**src/rtl/tick_bcd_stopwatch.sv**
```systemverilog
// MM:SS stopwatch advancing four cascaded BCD digits on synchronised tick_in rising edges, under start/stop/clear control.
// Latency: a tick_in rise before edge 1 updates the digits on edge SYNC_STAGES+1; the block has no backpressure, and every tick seen while running is counted.
module tick_bcd_stopwatch #(
    parameter int SYNC_STAGES = 2,
    parameter bit WRAP_EN     = 1'b1
) (
    input  logic       clk,
    input  logic       rst,
    input  logic       tick_in,
    input  logic       start_stop,
    input  logic       clear,
    output logic [3:0] sec_ones,
    output logic [3:0] sec_tens,
    output logic [3:0] min_ones,
    output logic [3:0] min_tens,
    output logic       running,
    output logic       wrap
);

    localparam logic [1:0] IDLE  = 2'd0;
    localparam logic [1:0] RUN   = 2'd1;
    localparam logic [1:0] PAUSE = 2'd2;

    logic [SYNC_STAGES-1:0] sync_q;
    logic                   prev;
    logic                   start_stop_d;
    logic                   synced;
    logic                   tick_evt;
    logic                   ss_evt;
    logic [1:0]             state;
    logic [1:0]             state_nxt;
    logic                   count_en;
    logic                   at_max;

    assign synced   = sync_q[SYNC_STAGES-1];
    assign tick_evt = synced & ~prev;
    assign ss_evt   = start_stop & ~start_stop_d;

    always_ff @(posedge clk) begin
        if (rst) begin
            sync_q       <= '0;
            prev         <= 1'b0;
            start_stop_d <= 1'b0;
        end else begin
            sync_q       <= {sync_q[SYNC_STAGES-2:0], tick_in};
            prev         <= synced;
            start_stop_d <= start_stop;
        end
    end

    // Counting is decided on the pre-transition state, so a tick coinciding with stop still lands.
    assign count_en = tick_evt & (state == RUN) & ~clear;
    assign at_max   = (min_tens == 4'd5) && (min_ones == 4'd9) &&
                      (sec_tens == 4'd5) && (sec_ones == 4'd9);

    always_comb begin
        state_nxt = state;
        if (clear) begin
            state_nxt = IDLE;
        end else if (ss_evt) begin
            state_nxt = (state == RUN) ? PAUSE : RUN;
        end
    end

    always_ff @(posedge clk) begin
        if (rst) begin
            state    <= IDLE;
            running  <= 1'b0;
            wrap     <= 1'b0;
            sec_ones <= 4'd0;
            sec_tens <= 4'd0;
            min_ones <= 4'd0;
            min_tens <= 4'd0;
        end else begin
            state   <= state_nxt;
            running <= (state_nxt == RUN);
            wrap    <= 1'b0;
            if (clear) begin
                sec_ones <= 4'd0;
                sec_tens <= 4'd0;
                min_ones <= 4'd0;
                min_tens <= 4'd0;
            end else if (count_en) begin
                if (at_max) begin
                    // Without wrap the count parks at 59:59 and further ticks are dropped.
                    if (WRAP_EN) begin
                        sec_ones <= 4'd0;
                        sec_tens <= 4'd0;
                        min_ones <= 4'd0;
                        min_tens <= 4'd0;
                        wrap     <= 1'b1;
                    end
                end else if (sec_ones != 4'd9) begin
                    sec_ones <= sec_ones + 4'd1;
                end else begin
                    sec_ones <= 4'd0;
                    if (sec_tens != 4'd5) begin
                        sec_tens <= sec_tens + 4'd1;
                    end else begin
                        sec_tens <= 4'd0;
                        if (min_ones != 4'd9) begin
                            min_ones <= min_ones + 4'd1;
                        end else begin
                            min_ones <= 4'd0;
                            min_tens <= min_tens + 4'd1;
                        end
                    end
                end
            end
        end
    end

endmodule

```
**config.mk**
```make
export PLATFORM = sky130hd
export DESIGN_NAME = tick_bcd_stopwatch
export DESIGN_NICKNAME = d
export VERILOG_FILES = /design/src/rtl/tick_bcd_stopwatch.sv
export SDC_FILE = /design/constraint.sdc
export NUM_CORES = 1
export LEC_CHECK = 0
export ABC_CLOCK_PERIOD_IN_PS = 2100
export CAP_MARGIN = 10
export CORE_MARGIN = 2
export CORE_UTILIZATION = 45
export DETAILED_ROUTE_END_ITERATION = 8
export PLACE_DENSITY = 0.68
export SLEW_MARGIN = 10
export SYNTH_ARGS = -nofsm -noshare
export SYNTH_HDL_FRONTEND = slang
export SYNTH_SLANG_ARGS = --single-unit
```
**constraint.sdc**
```tcl
create_clock -name clk -period 2.1 [get_ports clk]
set_input_delay 0.42 -clock clk [delete_from_list [all_inputs] [get_ports clk]]
set_output_delay 0.42 -clock clk [all_outputs]
set_load 0.05 [all_outputs]
```
### After elaboration in Yosys (flattened, before gate mapping)

Index checks and enable logic that the tools add are counted.
W data, S select, Z words.

| word-level totals | value |
|---|---|
| flip-flop bits (word level) | 24 |
| output and inout bits | 18 |
| input port bits | 5 |
| logic and storage cells | 59 |

| cells by class | value |
|---|---|
| equality and inequality tests | 12 |
| reductions and logical operators | 8 |
| mux-type cells | 17 |
| $add $sub $neg | 4 |
| bitwise gates (word level) | 8 |

Operators with widths:

| operator | number |
|---|---|
| $mux W4 | 13 |
| $add A4 B1 Y4 const B | 4 |
| $eq A4 B3 Y1 const B | 2 |
| $eq A4 B4 Y1 const B | 2 |
| $ne A4 B4 Y1 const B | 2 |
| $mux W2 | 3 |
| $ne A2 B2 Y1 const B | 3 |
| $and A1 B1 Y1 | 4 |
| $eq A2 B1 Y1 const B | 2 |
| $ne A4 B3 Y1 const B | 1 |
| $not A1 Y1 | 4 |
| $reduce_and A4 Y1 | 1 |
| $logic_and A1 B1 Y1 | 3 |
| $reduce_and A3 Y1 | 1 |
| $reduce_or A3 Y1 | 1 |
| $reduce_and A2 Y1 | 1 |
| $reduce_or A2 Y1 | 1 |
| $mux W1 | 1 |

### Longest topological paths before layout

Gate-level depths: netlist of run 1.

| logic depth | value |
|---|---|
| depth in word-level cells | 6 |
| gate-level depth with buffers | 6 |
| depth with buffers taken out | 6 |

### Least setup slack after synthesis of run 1

Ideal clock, no wire load.

| timing | value |
|---|---|
| path type | reg-to-reg |
| start point | register sec_ones[0] |
| end point | register min_tens[3] |
| buffers on the path | 0 |
| period minus slack after synthesis | 1.920 ns |
| setup slack | 0.180 ns |
| arrival | 1.850 ns |
| setup time | 0.070 ns |
| data required time | 2.030 ns |
| cell stages (with the launch flop) | 6 |
| path through | dfxtp_1 ha_1 and4bb_2 nand4_4 or3_1 a21oi_1 |

| between the ends | value |
|---|---|
| cells in the longest elaborated chain, start to end | 4 |
| elaborated cells between the ends (all ways) | 8 |
| those cells by class | 5 x eq/ne; 1 x mux; 2 x reduce/logical |

RTL lines:

| what | RTL line | source |
|---|---|---|
| from (decl) | 12 | `output logic [3:0] sec_ones,` |
| from (signal assigned) | 94 | `sec_ones <= sec_ones + 4'd1;` |
| $eq A4 B4 Y1 | 54 | `(sec_tens == 4'd5) && (sec_ones == 4'd9);` |
| $logic_and A1 B1 Y1 | 54 |  |
| $ne A2 B2 Y1 (no line) | -- |  |
| $reduce_and A4 Y1 (no line) | -- |  |
| to (signal assigned) | 105 | `min_tens <= min_tens + 4'd1;` |
| to (decl) | 15 | `output logic [3:0] min_tens,` |

Parallel ways exist; a longest one is shown, timed or not.
A chain may end at the register's enable or synchronous reset.

### Final worst setup path of run 1

| timing | value |
|---|---|
| start point | register sec_ones[3] |
| end point | output port sec_ones[3] |

No word-level cell between the ends.

==> results of run 1 <==
synthesized netlist by cell type:
master	instances	share of area [%]
or3_1	4	2.2
xnor2_1	4	3.0
o21ai_0	7	3.0
mux2i_1	1	0.87
nand3b_1	2	1.3
buf_6	1	0.98
and3b_1	4	3.0
xor2_1	3	2.3
nand3_1	5	2.2
nand4_1	2	1.1
nand2_1	8	2.6
ha_1	8	8.7
dfxtp_1	24	42
nand4b_1	1	0.76
nor4_1	2	1.1
nor3_1	1	0.43
o21ai_1	2	0.87
or4_1	1	0.65
a21oi_1	9	3.9
or2_2	1	0.54
and4bb_2	2	2.2
nor2_1	14	4.6
clkbuf_1	2	0.65
nor4_2	1	1.1
nand4bb_1	1	0.98
a211oi_1	2	1.3
a21bo_2	1	0.87
nand4_4	1	1.8
nor2b_1	6	3.3
inv_1	4	1.3
a31o_2	1	0.76
sequential cells by signal, indices dropped and copies added (netlist names):
name and flops:
sec_ones 4, state 2, min_ones 4, min_tens 4, sec_tens 4, start_stop_d 1, sync_q 2, running 1
prev 1, wrap 1
report_power, final:
part	internal [W]	leakage (nW)	switching, W	total (W)
Clock	0.000106	0.0210	0.000141	0.000247
Combinational	0.0000182	0.311	0.0000203	0.0000386
Sequential	0.000461	0.194	0.00000224	0.000463
layout make-up:
class	count	area (µm²)	area share (%)
Multi-Input combinational cell	94	638.1	44.16
Timing Repair Buffer	24	237.7	16.45
Sequential cell	24	480.5	33.25
Clock buffer	4	36.28	2.511
Tap cell	30	37.54	2.597
Inverter	4	15.01	1.039
routing by layer:
| metal | GRT usage [%] | vias up |
|---|---|---|
| met5 | 0 | - |
| met4 | 6.250 | 0 |
| met3 | 3.825 | 2 |
| met2 | 26.79 | 19 |
| met1 | 23.53 | 444 |
| li1 | - | 491 |
stage by stage:
stage | worst slack (ns) | utilization [%] | cell area, µm²
final | 0.08337 | 58.87 | 1445
after global routing | 0.004963 | 58.87 | 1445
after CTS | 0.05693 | 58.77 | 1443
after detailed placement | 0.1408 | 57.29 | 1406
after global placement | 0.1732 | 57.29 | 1406
after floorplan | 0.1801 | - | 1152
path summary, 6_finish.rpt:
path                 end         from  slack [ns]
max          sec_ones[3]  sec_ones[3]        0.08
min            sync_q[1]    sync_q[0]        0.46
max reg2reg  min_tens[3]  sec_ones[0]        0.37
min reg2reg    sync_q[1]    sync_q[0]        0.46
kinds of logic (layout without fill, tap and decap cells):
family | after synthesis | after routing | share of synthesized area (%)
AO/OA/AOI/OAI | 22 | 22 | 10.75
XOR/XNOR | 7 | 7 | 5.320
adder cells (fa/ha/maj) | 8 | 8 | 8.687
buffers and inverters | 7 | 32 | 2.931
flip-flops | 24 | 24 | 41.69
multiplexers | 1 | 1 | 0.8687
AND/OR/NAND/NOR | 56 | 56 | 29.75
cell usage in the layout, fill, tap and decap left out, types with 3 or more instances in the layout:
cell              n
or3_1             4
dfxtp_1          24
ha_1              8
xnor2_1           4
nand3_1           5
nand2_1           8
o21ai_0           7
xor2_1            3
and3b_1           4
nor2_1           14
clkbuf_4          3
clkdlybuf4s50_1  21
inv_1             4
nor2b_1           6
a21oi_1           9
==> results.cfg, run 1 <==
[sta]
hold_viol_final = 0
period_minus_slack_ns = 2.017
setup_viol = 0
maxSlewHeadroom_pct = 66.52
setup_tns_ns = 0
max_freq_ghz = 0.4959
final.setup_skew_ns = 0.006395
finalMaxSlewViolations = 0
finalHoldWorstSlack_ns = 0.4587
fin_crit_sh_pct = 96.03
tightest_slew_ns = 0.5006
rsz0062_at_grt = false

[power]
cellPowerDensity_mw_per_mm2 = 517.9
irDropWorstVdd_mv = 0.4492
total_leakage_power_nw = 0.5259
finalPower_w = 0.0007485

[floorplan]
die_area_mm2 = 0.002982
core_mm2 = 0.002455
num_rows = 18
die_x_um = 54.61
io-pin-count = 23
initial_core_util_pct = 46.94
die-height_um = 54.61

[setup_path]
worstPathRequired_ns = 1.68
crit_buf_inv = 1
crit_path_end_kind = output port
crit_cells = 1
cp_top_family = buffers and inverters
rr_worst_depth = 5
cp_cell_sequence = clkdlybuf4s50_1
critPathMaxStageDelay_ns = 0.84
slowest_stage = clkdlybuf4s50_1
critical_path_class = reg2out
worst_ep_arrival_time_ns = 1.60
crit_fanout = 7
startpoint_type = flop

[layout]
fill_cells = 220
diodes = 0
finalNonFillerCells = 180
drive_gt1_share_pct = 8.667
area_growth_pct = 25.41
layout.nets = 164

[detailed_routing]
top_layer = met4
dr_wl_met2_um = 1025
vias = 956
viasPerCell = 5.311
dr.pass1.iters = 4
finalWirelength_um = 2190
ant_nets = 0
met3WireLength_um = 85
met1_length_um = 1063
drtIter0Drc = 16
drcViolationCount = 0
routedWlPerCell_um = 12.17

[clocking]
cts_setup_buffers = 0
clock_latency_ns = 0.32
cts_sinks = 24
clkTransAtPathRegs_ns = 0.13
cts_buffer_depth = 2
cts_inserted_buffers = 3
cts.htree.levels = 1
cts_tree = done
cts-root-buf = clkbuf_4
cts.hold.buffers_added = 0
cts_resized = 0

[global_routing]
grt_max_degree = 14
track_usage_pct = 17.34
grt_pass1_wl_um = 3753
grt.overflow.total = 0
antenna_found_initial = 0
grt_pass1_vias = 869

[placement]
gp_congestion = 0.7855
placedCellCount = 176
portBuffers = 22
dp_hpwl_um = 1717

[logic_synthesis]
synth_warnings = 0
ys_ff_latch = 24
netlist_instances = 125
syn_area_mm2 = 0.001152
syn_nets = 138
yosysUniqueCellTypes = 31
syn_avg_cell_area_um2 = 9.219
seq_area_frac_synth_pct = 41.69

[outcome]
status = complete, no violations

[hold_path]
hold_path.class = reg2reg
hold_path_depth = 1

[job]
cap_violations = 0
Note: power is estimated with default switching activity, not from simulation.
==> run 2, diff against run 1 <==
CAP_MARGIN = not set   (was 10)
CORE_UTILIZATION = 35   (was 45)
PLACE_DENSITY = 0.55   (was 0.68)
==> run 2 against run 1 <==
  * Sequential power about the same
  * Hold slack got worse by 0.0037 ns
  * Non-clock buffer count grew 1
  * Count of clock-buffer cells in the layout shrank 1
  * Clock power shrank 18%
  * Sequential share of layout area shrank 0.37 points
  * Fmax hardly changed
  * Core utilization shrank 12 points
  * Die area rose by 26%
  * Sequential cell count unchanged
  * Register-to-register slack improved by 0.02 ns
  * Cell area grew 1.1%
  * Largest cell class unchanged
==> results.cfg, run 2 (synthesis results as in run 1) <==
[floorplan]
core_mm2 = 0.003103
die-height_um = 61.38
io-pin-count = 23
die_area_mm2 = 0.003768
die_x_um = 61.38
num_rows = 20
initial_core_util_pct = 37.14

[setup_path]
cp_cell_sequence = clkdlybuf4s50_1
crit_buf_inv = 1
cp_top_family = buffers and inverters
regToRegSetupSlack_ns = 0.39
startpoint_type = flop
crit_path_end = sec_tens[0]
crit_path_end_kind = output port
worst_ep_arrival_time_ns = 1.60
slowest_stage = clkdlybuf4s50_1
crit_fanout = 5
worstPathRequired_ns = 1.68
critical_path_class = reg2out
cp-startpoint = sec_tens[0]
rr_worst_depth = 5
crit_cells = 1
r2r_start = sec_ones[0]
r2r_end = min_tens[2]
critPathMaxStageDelay_ns = 0.84

[clocking]
cts_sinks = 24
cts_buffer_depth = 2
clkTransAtPathRegs_ns = 0.13
cts_setup_buffers = 0
clock_latency_ns = 0.31
cts.htree.levels = 1
cts-root-buf = clkbuf_4
cts_inserted_buffers = 3
cts_resized = 0
cts_tree = done
cts.hold.buffers_added = 0

[sta]
maxSlewHeadroom_pct = 66.65
final.setup_skew_ns = 0.002952
hold_viol_final = 0
period_minus_slack_ns = 2.016
finalMaxSlewViolations = 0
fin_crit_sh_pct = 96.02
rsz0062_at_grt = false
setup_tns_ns = 0
max_freq_ghz = 0.4959
tightest_slew_ns = 0.4994
setup_viol = 0

[detailed_routing]
vias = 964
viasPerCell = 4.969
drcViolationCount = 0
routedWlPerCell_um = 11.71
dr.pass1.iters = 4
finalWirelength_um = 2271
ant_nets = 0
drtIter0Drc = 30

[placement]
gp_congestion = 0.7625
dp_hpwl_um = 1774
portBuffers = 22

[power]
p_clk_share_pct = 28.8
total_leakage_power_nw = 0.5617
pwr-share-comb_pct = 5.6
intPower_w = 0.0005461
switching_share_pct = 22.54
switchingPower_w = 0.0001589
irDropWorstVdd_mv = 0.2514
seqPwrFrac_pct = 65.7
cellPowerDensity_mw_per_mm2 = 482.4

[outcome]
status = complete, no violations

[global_routing]
use_met3_pct = 2.521
grt.overflow.total = 0
antenna_found_initial = 0
grt_use_met1_pct = 18.58
track_usage_pct = 13.73
grt_pass1_vias = 908
grt.busiest_layer = met2
grt_max_degree = 13
grt_use_met2_pct = 21.73
grt_pass1_wl_um = 3877

[layout]
drive_gt1_share_pct = 8.667
final_core_util_pct = 47.10
diodes = 0
final_common_cell = dfxtp_1
area_growth_pct = 26.82
layout.nets = 165
final_cell_mix = dfxtp_1, clkdlybuf4s50_1, nor2_1

[job]
cap_violations = 0

[hold_path]
hold_path.class = reg2reg
-- run 2: cell count changes in the layout (fill, tap and decap cells not counted) --
cell	delta
dlymetal6s2s_1	+2
clkbuf_8	-1
clkdlybuf4s50_1	-2
buf_4	+1
-- run 2: how the worst min path moves through the flow --
stage / from / depth (start not counted) / slack [ns] / to
2_1_floorplan: sync_q[0] / 1 / 0.41 / sync_q[1]
3_3_place_gp: sync_q[0] / 1 / 0.42 / sync_q[1]
3_5_place_dp: sync_q[0] / 1 / 0.43 / sync_q[1]
4_1_cts: sync_q[0] / 1 / 0.46 / sync_q[1]
5_1_grt: sync_q[0] / 1 / 0.49 / sync_q[1]
6_report: sync_q[0] / 1 / 0.46 / sync_q[1]
-- run 2: power groups by stage --
stage                     sequential, W  combinational (W)  clock (W)
final                          0.000463          0.0000394   0.000203
after global placement         0.000473          0.0000393          0
after detailed placement       0.000473          0.0000400          0
after floorplan                0.000476          0.0000206          0
after global routing           0.000464          0.0000435   0.000235
after CTS                      0.000463          0.0000401   0.000212
-- run 2: final cells by class --
cell class,instances,area (µm²)
Sequential cell,24,480.5
Clock buffer,3,22.52
Multi-Input combinational cell,94,638.1
Inverter,4,15.01
Tap cell,44,55.05
Timing Repair Buffer,25,250.2
Fill cell,339,1642
-- run 2: worst register-to-register path: cells and delay by family, from the launching register on --
kind	cells	cell delay, ns
flip-flops	1	0.44
AND/OR/NAND/NOR	3	0.84
AO/OA/AOI/OAI	1	0.14
adder cells (fa/ha/maj)	1	0.23
-- run 2: per-layer routing --
layer / wire length [µm] / up-vias / part of all wire (%)
li1: - / 494 / -
met1: 1131 / 453 / 50
met2: 1051 / 15 / 46
met3: 72 / 2 / 3.2
met4: 16 / 0 / 0.70
met5: 0 / - / 0
-- run 2: metrics by stage --
stage	hold WS (ns)	setup slack (ns)	power [W]	area [µm²]	instances
6_report	0.4550	0.08361	0.0007050	1461	194
5_1_grt	0.4935	0.005740	0.0007425	1461	194
4_1_cts	0.4587	0.06163	0.0007150	1454	194
3_5_place_dp	0.4290	0.1400	0.0005131	1431	191
3_3_place_gp	0.4181	0.1691	0.0005121	1431	191
2_1_floorplan	0.4138	0.1801	0.0004966	1152	125
